[src/rtl/riscv_mem_pkg.sv]
// Shared definitions for the riscv_mem stage: memory function codes,
// FSM state encoding and small decode helpers.
package riscv_mem_pkg;

  localparam int MEM_FUNCT_W = 4;

  // Memory function codes carried from EX. Any code not listed is a NOP.
  localparam logic [MEM_FUNCT_W-1:0] MEM_NOP = 4'd0;
  localparam logic [MEM_FUNCT_W-1:0] MEM_LB  = 4'd1;
  localparam logic [MEM_FUNCT_W-1:0] MEM_LH  = 4'd2;
  localparam logic [MEM_FUNCT_W-1:0] MEM_LW  = 4'd3;
  localparam logic [MEM_FUNCT_W-1:0] MEM_LBU = 4'd4;
  localparam logic [MEM_FUNCT_W-1:0] MEM_LHU = 4'd5;
  localparam logic [MEM_FUNCT_W-1:0] MEM_SB  = 4'd6;
  localparam logic [MEM_FUNCT_W-1:0] MEM_SH  = 4'd7;
  localparam logic [MEM_FUNCT_W-1:0] MEM_SW  = 4'd8;

  // Stage FSM: waiting for EX, waiting on the data bus, holding a WB entry.
  typedef enum logic [1:0] {
    IDLE = 2'd0,
    BUS  = 2'd1,
    WB   = 2'd2
  } mem_state_e;

  // True for the five load codes.
  function automatic logic is_load(input logic [MEM_FUNCT_W-1:0] f);
    return (f == MEM_LB) || (f == MEM_LH) || (f == MEM_LW) ||
           (f == MEM_LBU) || (f == MEM_LHU);
  endfunction

  // True for the three store codes.
  function automatic logic is_store(input logic [MEM_FUNCT_W-1:0] f);
    return (f == MEM_SB) || (f == MEM_SH) || (f == MEM_SW);
  endfunction

endpackage

[src/rtl/riscv_mem_align.sv]
// Byte-lane alignment for the memory stage. Purely combinational.
// Store side: byte enables and lane-replicated write data.
// Load side: shift the returned word down and sign/zero extend.
// Also flags halfword/word accesses that are not naturally aligned.
module riscv_mem_align
  import riscv_mem_pkg::*;
(
  input  logic [MEM_FUNCT_W-1:0] funct,
  input  logic [1:0]             addr,
  input  logic [31:0]            data,
  input  logic [31:0]            rdata,
  output logic [3:0]             be,
  output logic [31:0]            wdata,
  output logic [31:0]            load_result,
  output logic                   misaligned
);

  logic [31:0] shifted;

  // Bring the addressed byte/halfword down to bit 0.
  assign shifted = rdata >> {addr, 3'b000};

  // Decode lanes, extension and alignment for every function code.
  always_comb begin
    be          = 4'b0000;
    wdata       = 32'h0000_0000;
    load_result = 32'h0000_0000;
    misaligned  = 1'b0;
    case (funct)
      MEM_LB: begin
        be          = 4'b1111;
        load_result = {{24{shifted[7]}}, shifted[7:0]};
      end
      MEM_LBU: begin
        be          = 4'b1111;
        load_result = {24'h00_0000, shifted[7:0]};
      end
      MEM_LH: begin
        be          = 4'b1111;
        load_result = {{16{shifted[15]}}, shifted[15:0]};
        misaligned  = addr[0];
      end
      MEM_LHU: begin
        be          = 4'b1111;
        load_result = {16'h0000, shifted[15:0]};
        misaligned  = addr[0];
      end
      MEM_LW: begin
        be          = 4'b1111;
        load_result = rdata;
        misaligned  = (addr != 2'b00);
      end
      MEM_SB: begin
        be    = 4'b0001 << addr;
        wdata = {4{data[7:0]}};
      end
      MEM_SH: begin
        be         = addr[1] ? 4'b1100 : 4'b0011;
        wdata      = {2{data[15:0]}};
        misaligned = addr[0];
      end
      MEM_SW: begin
        be         = 4'b1111;
        wdata      = data;
        misaligned = (addr != 2'b00);
      end
      default: begin
        be          = 4'b0000;
        wdata       = 32'h0000_0000;
        load_result = 32'h0000_0000;
        misaligned  = 1'b0;
      end
    endcase
  end

endmodule

[src/rtl/riscv_mem.sv]
// Memory stage of the danbone RISC-V pipeline.
// Accepts EX results over rdy/ack, runs at most one load/store on the data
// bus, and hands the write-back value to WB over rdy/ack. All outputs are
// registered; the only combinational path is mem_wb_ack -> ex_mem_ack so a
// WB slot can be refilled in the cycle it drains.
module riscv_mem
  import riscv_mem_pkg::*;
(
  input  logic                   clk,
  input  logic                   rst,
  input  logic                   ex_mem_rdy,
  output logic                   ex_mem_ack,
  input  logic [31:0]            ex_mem_result,
  input  logic [MEM_FUNCT_W-1:0] ex_mem_funct,
  input  logic [31:0]            ex_mem_data,
  input  logic [4:0]             ex_mem_wb_rsd,
  output logic                   dbus_req,
  output logic                   dbus_we,
  output logic [31:0]            dbus_addr,
  output logic [3:0]             dbus_be,
  output logic [31:0]            dbus_wdata,
  input  logic                   dbus_ack,
  input  logic [31:0]            dbus_rdata,
  output logic                   mem_wb_rdy,
  input  logic                   mem_wb_ack,
  output logic [31:0]            mem_wb_result,
  output logic [4:0]             mem_wb_rsd,
  output logic                   mem_wb_err
);

  mem_state_e state_r, state_s;

  // Context of the outstanding bus access, needed to shape the load result.
  logic [MEM_FUNCT_W-1:0] funct_r, funct_s;
  logic [1:0]             addr_lo_r, addr_lo_s;
  logic [4:0]             rsd_r, rsd_s;

  // Next values of the registered outputs.
  logic        dbus_req_s, dbus_we_s;
  logic [31:0] dbus_addr_s, dbus_wdata_s;
  logic [3:0]  dbus_be_s;
  logic        mem_wb_rdy_s, mem_wb_err_s;
  logic [31:0] mem_wb_result_s;
  logic [4:0]  mem_wb_rsd_s;

  // Shared aligner: fed from EX when accepting, from the latched access in BUS.
  logic [MEM_FUNCT_W-1:0] al_funct;
  logic [1:0]             al_addr;
  logic [3:0]             al_be;
  logic [31:0]            al_wdata;
  logic [31:0]            al_load;
  logic                   al_mis;

  logic accept;
  logic ex_mem_op;

  // EX may hand over whenever the stage is empty or its WB entry drains now.
  assign ex_mem_ack = (state_r == IDLE) || ((state_r == WB) && mem_wb_ack);
  assign accept     = ex_mem_rdy && ex_mem_ack;
  assign ex_mem_op  = is_load(ex_mem_funct) || is_store(ex_mem_funct);

  assign al_funct = (state_r == BUS) ? funct_r   : ex_mem_funct;
  assign al_addr  = (state_r == BUS) ? addr_lo_r : ex_mem_result[1:0];

  riscv_mem_align u_align (
    .funct       (al_funct),
    .addr        (al_addr),
    .data        (ex_mem_data),
    .rdata       (dbus_rdata),
    .be          (al_be),
    .wdata       (al_wdata),
    .load_result (al_load),
    .misaligned  (al_mis)
  );

  // Next-state and next-output decode; everything holds unless changed.
  always_comb begin
    state_s         = state_r;
    funct_s         = funct_r;
    addr_lo_s       = addr_lo_r;
    rsd_s           = rsd_r;
    dbus_req_s      = dbus_req;
    dbus_we_s       = dbus_we;
    dbus_addr_s     = dbus_addr;
    dbus_be_s       = dbus_be;
    dbus_wdata_s    = dbus_wdata;
    mem_wb_rdy_s    = mem_wb_rdy;
    mem_wb_err_s    = mem_wb_err;
    mem_wb_result_s = mem_wb_result;
    mem_wb_rsd_s    = mem_wb_rsd;

    case (state_r)
      IDLE, WB: begin
        if (accept && ex_mem_op && !al_mis) begin
          // Aligned load/store: launch the bus request next cycle.
          state_s      = BUS;
          funct_s      = ex_mem_funct;
          addr_lo_s    = ex_mem_result[1:0];
          rsd_s        = ex_mem_wb_rsd;
          dbus_req_s   = 1'b1;
          dbus_we_s    = is_store(ex_mem_funct);
          dbus_addr_s  = {ex_mem_result[31:2], 2'b00};
          dbus_be_s    = al_be;
          dbus_wdata_s = al_wdata;
          mem_wb_rdy_s = 1'b0;
          mem_wb_err_s = 1'b0;
        end else if (accept && ex_mem_op) begin
          // Misaligned: never touches the bus, reports the faulting address.
          state_s         = WB;
          mem_wb_rdy_s    = 1'b1;
          mem_wb_err_s    = 1'b1;
          mem_wb_rsd_s    = 5'd0;
          mem_wb_result_s = ex_mem_result;
        end else if (accept) begin
          // ALU result (or unknown code): one-cycle pass-through.
          state_s         = WB;
          mem_wb_rdy_s    = 1'b1;
          mem_wb_err_s    = 1'b0;
          mem_wb_rsd_s    = ex_mem_wb_rsd;
          mem_wb_result_s = ex_mem_result;
        end else if ((state_r == WB) && mem_wb_ack) begin
          state_s      = IDLE;
          mem_wb_rdy_s = 1'b0;
        end else begin
          state_s = state_r;
        end
      end
      BUS: begin
        if (dbus_ack) begin
          state_s      = WB;
          dbus_req_s   = 1'b0;
          mem_wb_rdy_s = 1'b1;
          mem_wb_err_s = 1'b0;
          if (is_load(funct_r)) begin
            mem_wb_result_s = al_load;
            mem_wb_rsd_s    = rsd_r;
          end else begin
            mem_wb_result_s = 32'h0000_0000;
            mem_wb_rsd_s    = 5'd0;
          end
        end else begin
          state_s = BUS;
        end
      end
      default: begin
        state_s      = IDLE;
        dbus_req_s   = 1'b0;
        mem_wb_rdy_s = 1'b0;
      end
    endcase
  end

  // State, access context and output registers; reset drops any request.
  always_ff @(posedge clk or posedge rst) begin
    if (rst) begin
      state_r       <= IDLE;
      funct_r       <= MEM_NOP;
      addr_lo_r     <= 2'b00;
      rsd_r         <= 5'd0;
      dbus_req      <= 1'b0;
      dbus_we       <= 1'b0;
      dbus_addr     <= 32'h0000_0000;
      dbus_be       <= 4'b0000;
      dbus_wdata    <= 32'h0000_0000;
      mem_wb_rdy    <= 1'b0;
      mem_wb_err    <= 1'b0;
      mem_wb_result <= 32'h0000_0000;
      mem_wb_rsd    <= 5'd0;
    end else begin
      state_r       <= state_s;
      funct_r       <= funct_s;
      addr_lo_r     <= addr_lo_s;
      rsd_r         <= rsd_s;
      dbus_req      <= dbus_req_s;
      dbus_we       <= dbus_we_s;
      dbus_addr     <= dbus_addr_s;
      dbus_be       <= dbus_be_s;
      dbus_wdata    <= dbus_wdata_s;
      mem_wb_rdy    <= mem_wb_rdy_s;
      mem_wb_err    <= mem_wb_err_s;
      mem_wb_result <= mem_wb_result_s;
      mem_wb_rsd    <= mem_wb_rsd_s;
    end
  end

endmodule

[config.mk]
export PLATFORM = sky130hd
export DESIGN_NAME = riscv_mem
export DESIGN_NICKNAME = d
export VERILOG_FILES = /design/src/rtl/riscv_mem_pkg.sv /design/src/rtl/riscv_mem_align.sv /design/src/rtl/riscv_mem.sv
export SDC_FILE = /design/constraint.sdc
export NUM_CORES = 1
export LEC_CHECK = 0
export CAP_MARGIN = 15
export CORE_UTILIZATION = 35
export DETAILED_ROUTE_END_ITERATION = 16
export HOLD_SLACK_MARGIN = 0.12
export PLACE_DENSITY = 0.75
export SKIP_LAST_GASP = 1
export SLEW_MARGIN = 20
export SYNTH_ARGS = -nofsm -noshare
export SYNTH_HDL_FRONTEND = slang
export SYNTH_SLANG_ARGS = --single-unit
[constraint.sdc]
create_clock -name clk -period 9.65 [get_ports clk]
set_input_delay 1.93 -clock clk [delete_from_list [all_inputs] [get_ports clk]]
set_output_delay 1.93 -clock clk [all_outputs]
set_load 0.05 [all_outputs]
==> results.cfg <==
[run_status]
status = complete, no violations

[job]
cap_violations = 0

[synth]
seq_area_frac_synth = 0.490
syn-instance-count = 566
synth.distinct_cells = 59
synth_edf_count = 0
ys_warn_count = 0
synth_ff_type = dfrtp_1
ys_ff_latch = 120
synth.avg_cell_area_sq_um = 10.8
netlist_area_sq_um = 6130
async_flop_share = 1.00

[floorplanning]
dieHeight_microns = 134
dieArea_sq_um = 18000
initial_utilization = 0.357
die_width_microns = 134
io_pins = 220
core_area_sq_um = 17200
rows = 48

[timing]
setup_viol = 0
worst_pin_slew_ns = 1.06
fmax_mhz = 185
finalSetupTns_ns = 0
finalWorstSetupSlack_ns = 4.23
rsz0062_at_grt = false
drv_slew = 0
finalHoldViolCount = 0
fin_worst_skew_ns = 0.00692
post-route-period-util = 0.561
slew_headroom = 0.288
fin_crit_ns = 5.42

[routing]
antenna_left = 0
drc = 0
drt_iter0_drc = 343
vias_per_cell = 5.45
num_vias = 5435
routedWlPerCell_microns = 19.4
routed_wl_mm = 19.4
first_pass_iters = 7

[critical_path]
cp_cell_sequence = clkdlybuf4s50_1 > nand2b_1 > and2_1 > clkdlybuf4s50_1
reg2reg_slack_ns = 5.26
crit_required_ns = 7.72
r2r_start = state_r[0]
slowest_stage = clkdlybuf4s50_1
cpPeakStageDelay_ns = 0.79
cp-endpoint = ex_mem_ack
cp_num_cells = 4
arrival_ns = 3.49
startpoint = mem_wb_ack
r2r-end = dbus_addr[5]
r2r_cells = 6
critPathCaptureType = output port
cp_top_family = buffers and inverters
worstSetupStartpointType = primary input
cp_num_buf_inv = 2
crit_top_cell = clkdlybuf4s50_1
worstSetupPathType = primary input to output port
path_max_fanout = 3

[clocking]
cts_buffers = 17
clockBufferDepth = 2
clk_pin_slew_ns = 0.05
h-tree-depth = 4
post_cts_resized = 0
clkSinkCount = 120
clock-root-buffer = clkbuf_16
hold_buffers = 0
cts_tree = done
clock_latency_ns = 0.42
postCtsSetupBuffers = 0

[placement]
io_buffers = 217
place_congestion = 0.839
dp_hpwl_mm = 13.6
dp.cells = 968
pre_cts_ws_ns = 4.14

[layout]
diodes = 0
n_fill_cell = 1555
syn_to_final_growth_pct = 47.4
nNetsFinal = 872
finalNonFillerCells = 998
drive_gt1_frac = 0.120

[power_and_ir_drop]
peakVddDrop_uv = 197
power_leakage_nw = 3.59
p_total_mw = 3.45
powerDensity_nw_per_um2 = 381

[global_routing]
grt_pass1_wl_mm = 30.6
grt_pass1_vias = 5395
grt_usage = 0.222
grt_start_max_net_pins = 96
overflow = 0
antenna_found_initial = 0

[hold_path]
min-delay-path-class = flip-flop to flip-flop
==> stage by stage <==
step | utilization | instance area, sq um | hold WS [ns]
floorplan | - | 6130 | 0.481
global placement | 0.488 | 8390 | 0.471
detailed placement | 0.488 | 8390 | 0.478
CTS | 0.526 | 9040 | 0.490
global route | 0.526 | 9040 | 0.509
finish | 0.526 | 9040 | 0.483
==> cells in the mapped netlist, types with 2 or more instances <==
cell       count  area share
inv_1         14      0.0086
buf_2         15       0.012
dfrtp_1      120        0.49
buf_4          5      0.0061
nand2_1       25       0.015
nand3_1       10      0.0082
a22o_1        29       0.041
nand2b_1       6      0.0061
and2_1         9      0.0092
clkbuf_1      22       0.013
o21a_1         2      0.0024
buf_6          4      0.0073
and3_1         2      0.0020
a31oi_1        4      0.0041
mux2_1         5      0.0092
xor2_1         2      0.0029
a221oi_1       2      0.0029
nor2b_1        6      0.0061
a22oi_1       17       0.021
o21ai_0       11      0.0090
mux2i_1       12       0.020
o22a_1        15       0.021
o2bb2ai_1      7       0.010
nor2_1        41       0.025
nor4bb_1       2      0.0033
nor3_1        10      0.0082
o32a_1         9       0.015
mux2_2        46       0.085
a222oi_1       8       0.013
a21oi_1       66       0.054
a21o_1         4      0.0049
o22ai_1        9      0.0092
==> state kept, by name, summed over array words and instances, names as in the netlist <==
signal	cells
mem_wb_rdy	1
dbus_we	1
rsd_r	5
dbus_req	1
dbus_wdata	32
mem_wb_rsd	5
mem_wb_result	32
mem_wb_err	1
funct_r	4
dbus_addr	30
state_r	2
dbus_be	4
addr_lo_r	2
==> layout make-up <==
type,count,area [sq um],area share
Clock buffer,20,447,0.0494
Clock inverter,10,200,0.0222
Inverter,14,55.1,0.00609
Multi-Input combinational cell,386,2830,0.314
Sequential cell,120,3000,0.332
Tap cell,225,282,0.0312
Timing Repair Buffer,223,2220,0.245
==> layer usage <==
layer / vias up / part of all wire / track usage
met5: - / 0 / 0
met4: 0 / 0.024 / 0.0893
met3: 33 / 0.064 / 0.0616
met2: 190 / 0.49 / 0.358
met1: 2701 / 0.43 / 0.281
li1: 2511 / - / -
==> report_power, final <==
part	switching, mW	internal (mW)
clock network	0.221	0.486
registers	0.160	0.747
logic	1.18	0.649
total	1.56	1.88
==> cells by family (layout without fill, tap and decap cells) <==
kind of cell | Yosys count | count (layout) | synth area share
AOI/OAI and AO/OA | 197 | 197 | 0.239
buffers and inverters | 61 | 267 | 0.0484
xor gates and xnor gates | 2 | 2 | 0.00286
DFF | 120 | 120 | 0.490
other | 1 | 2 | 0.000612
muxes | 65 | 65 | 0.119
and+or+nand+nor | 120 | 120 | 0.0998
==> layout by cell type (no fill, tap or decap), types with 7 or more instances in the layout <==
cell / Yosys / final
clkdlybuf4s50_1: 0 / 217
dfrtp_1: 120 / 120
a21oi_1: 66 / 66
mux2_2: 46 / 46
nor2_1: 41 / 41
a22o_1: 29 / 29
nand2_1: 25 / 25
a22oi_1: 17 / 17
clkbuf_16: 0 / 17
o22a_1: 15 / 15
inv_1: 14 / 13
mux2i_1: 12 / 12
o21ai_0: 11 / 11
nor3_1: 10 / 10
nand3_1: 10 / 10
o22ai_1: 9 / 9
and2_1: 9 / 9
o32a_1: 9 / 9
a222oi_1: 8 / 8
o2bb2ai_1: 7 / 7
==> worst min-delay path by stage <==
| stage | startpoint | endpoint | depth (start not counted) |
|---|---|---|---|
| 2_1_floorplan | rsd_r[0] | rsd_r[0] | 1 |
| 3_3_place_gp | mem_wb_rsd[1] | mem_wb_rsd[1] | 1 |
| 3_5_place_dp | mem_wb_rsd[1] | mem_wb_rsd[1] | 1 |
| 4_1_cts | mem_wb_rsd[1] | mem_wb_rsd[1] | 1 |
| 5_1_grt | dbus_req | dbus_req | 1 |
| 6_report | mem_wb_rsd[0] | mem_wb_rsd[0] | 1 |
Note: power is estimated with default switching activity, not from simulation.
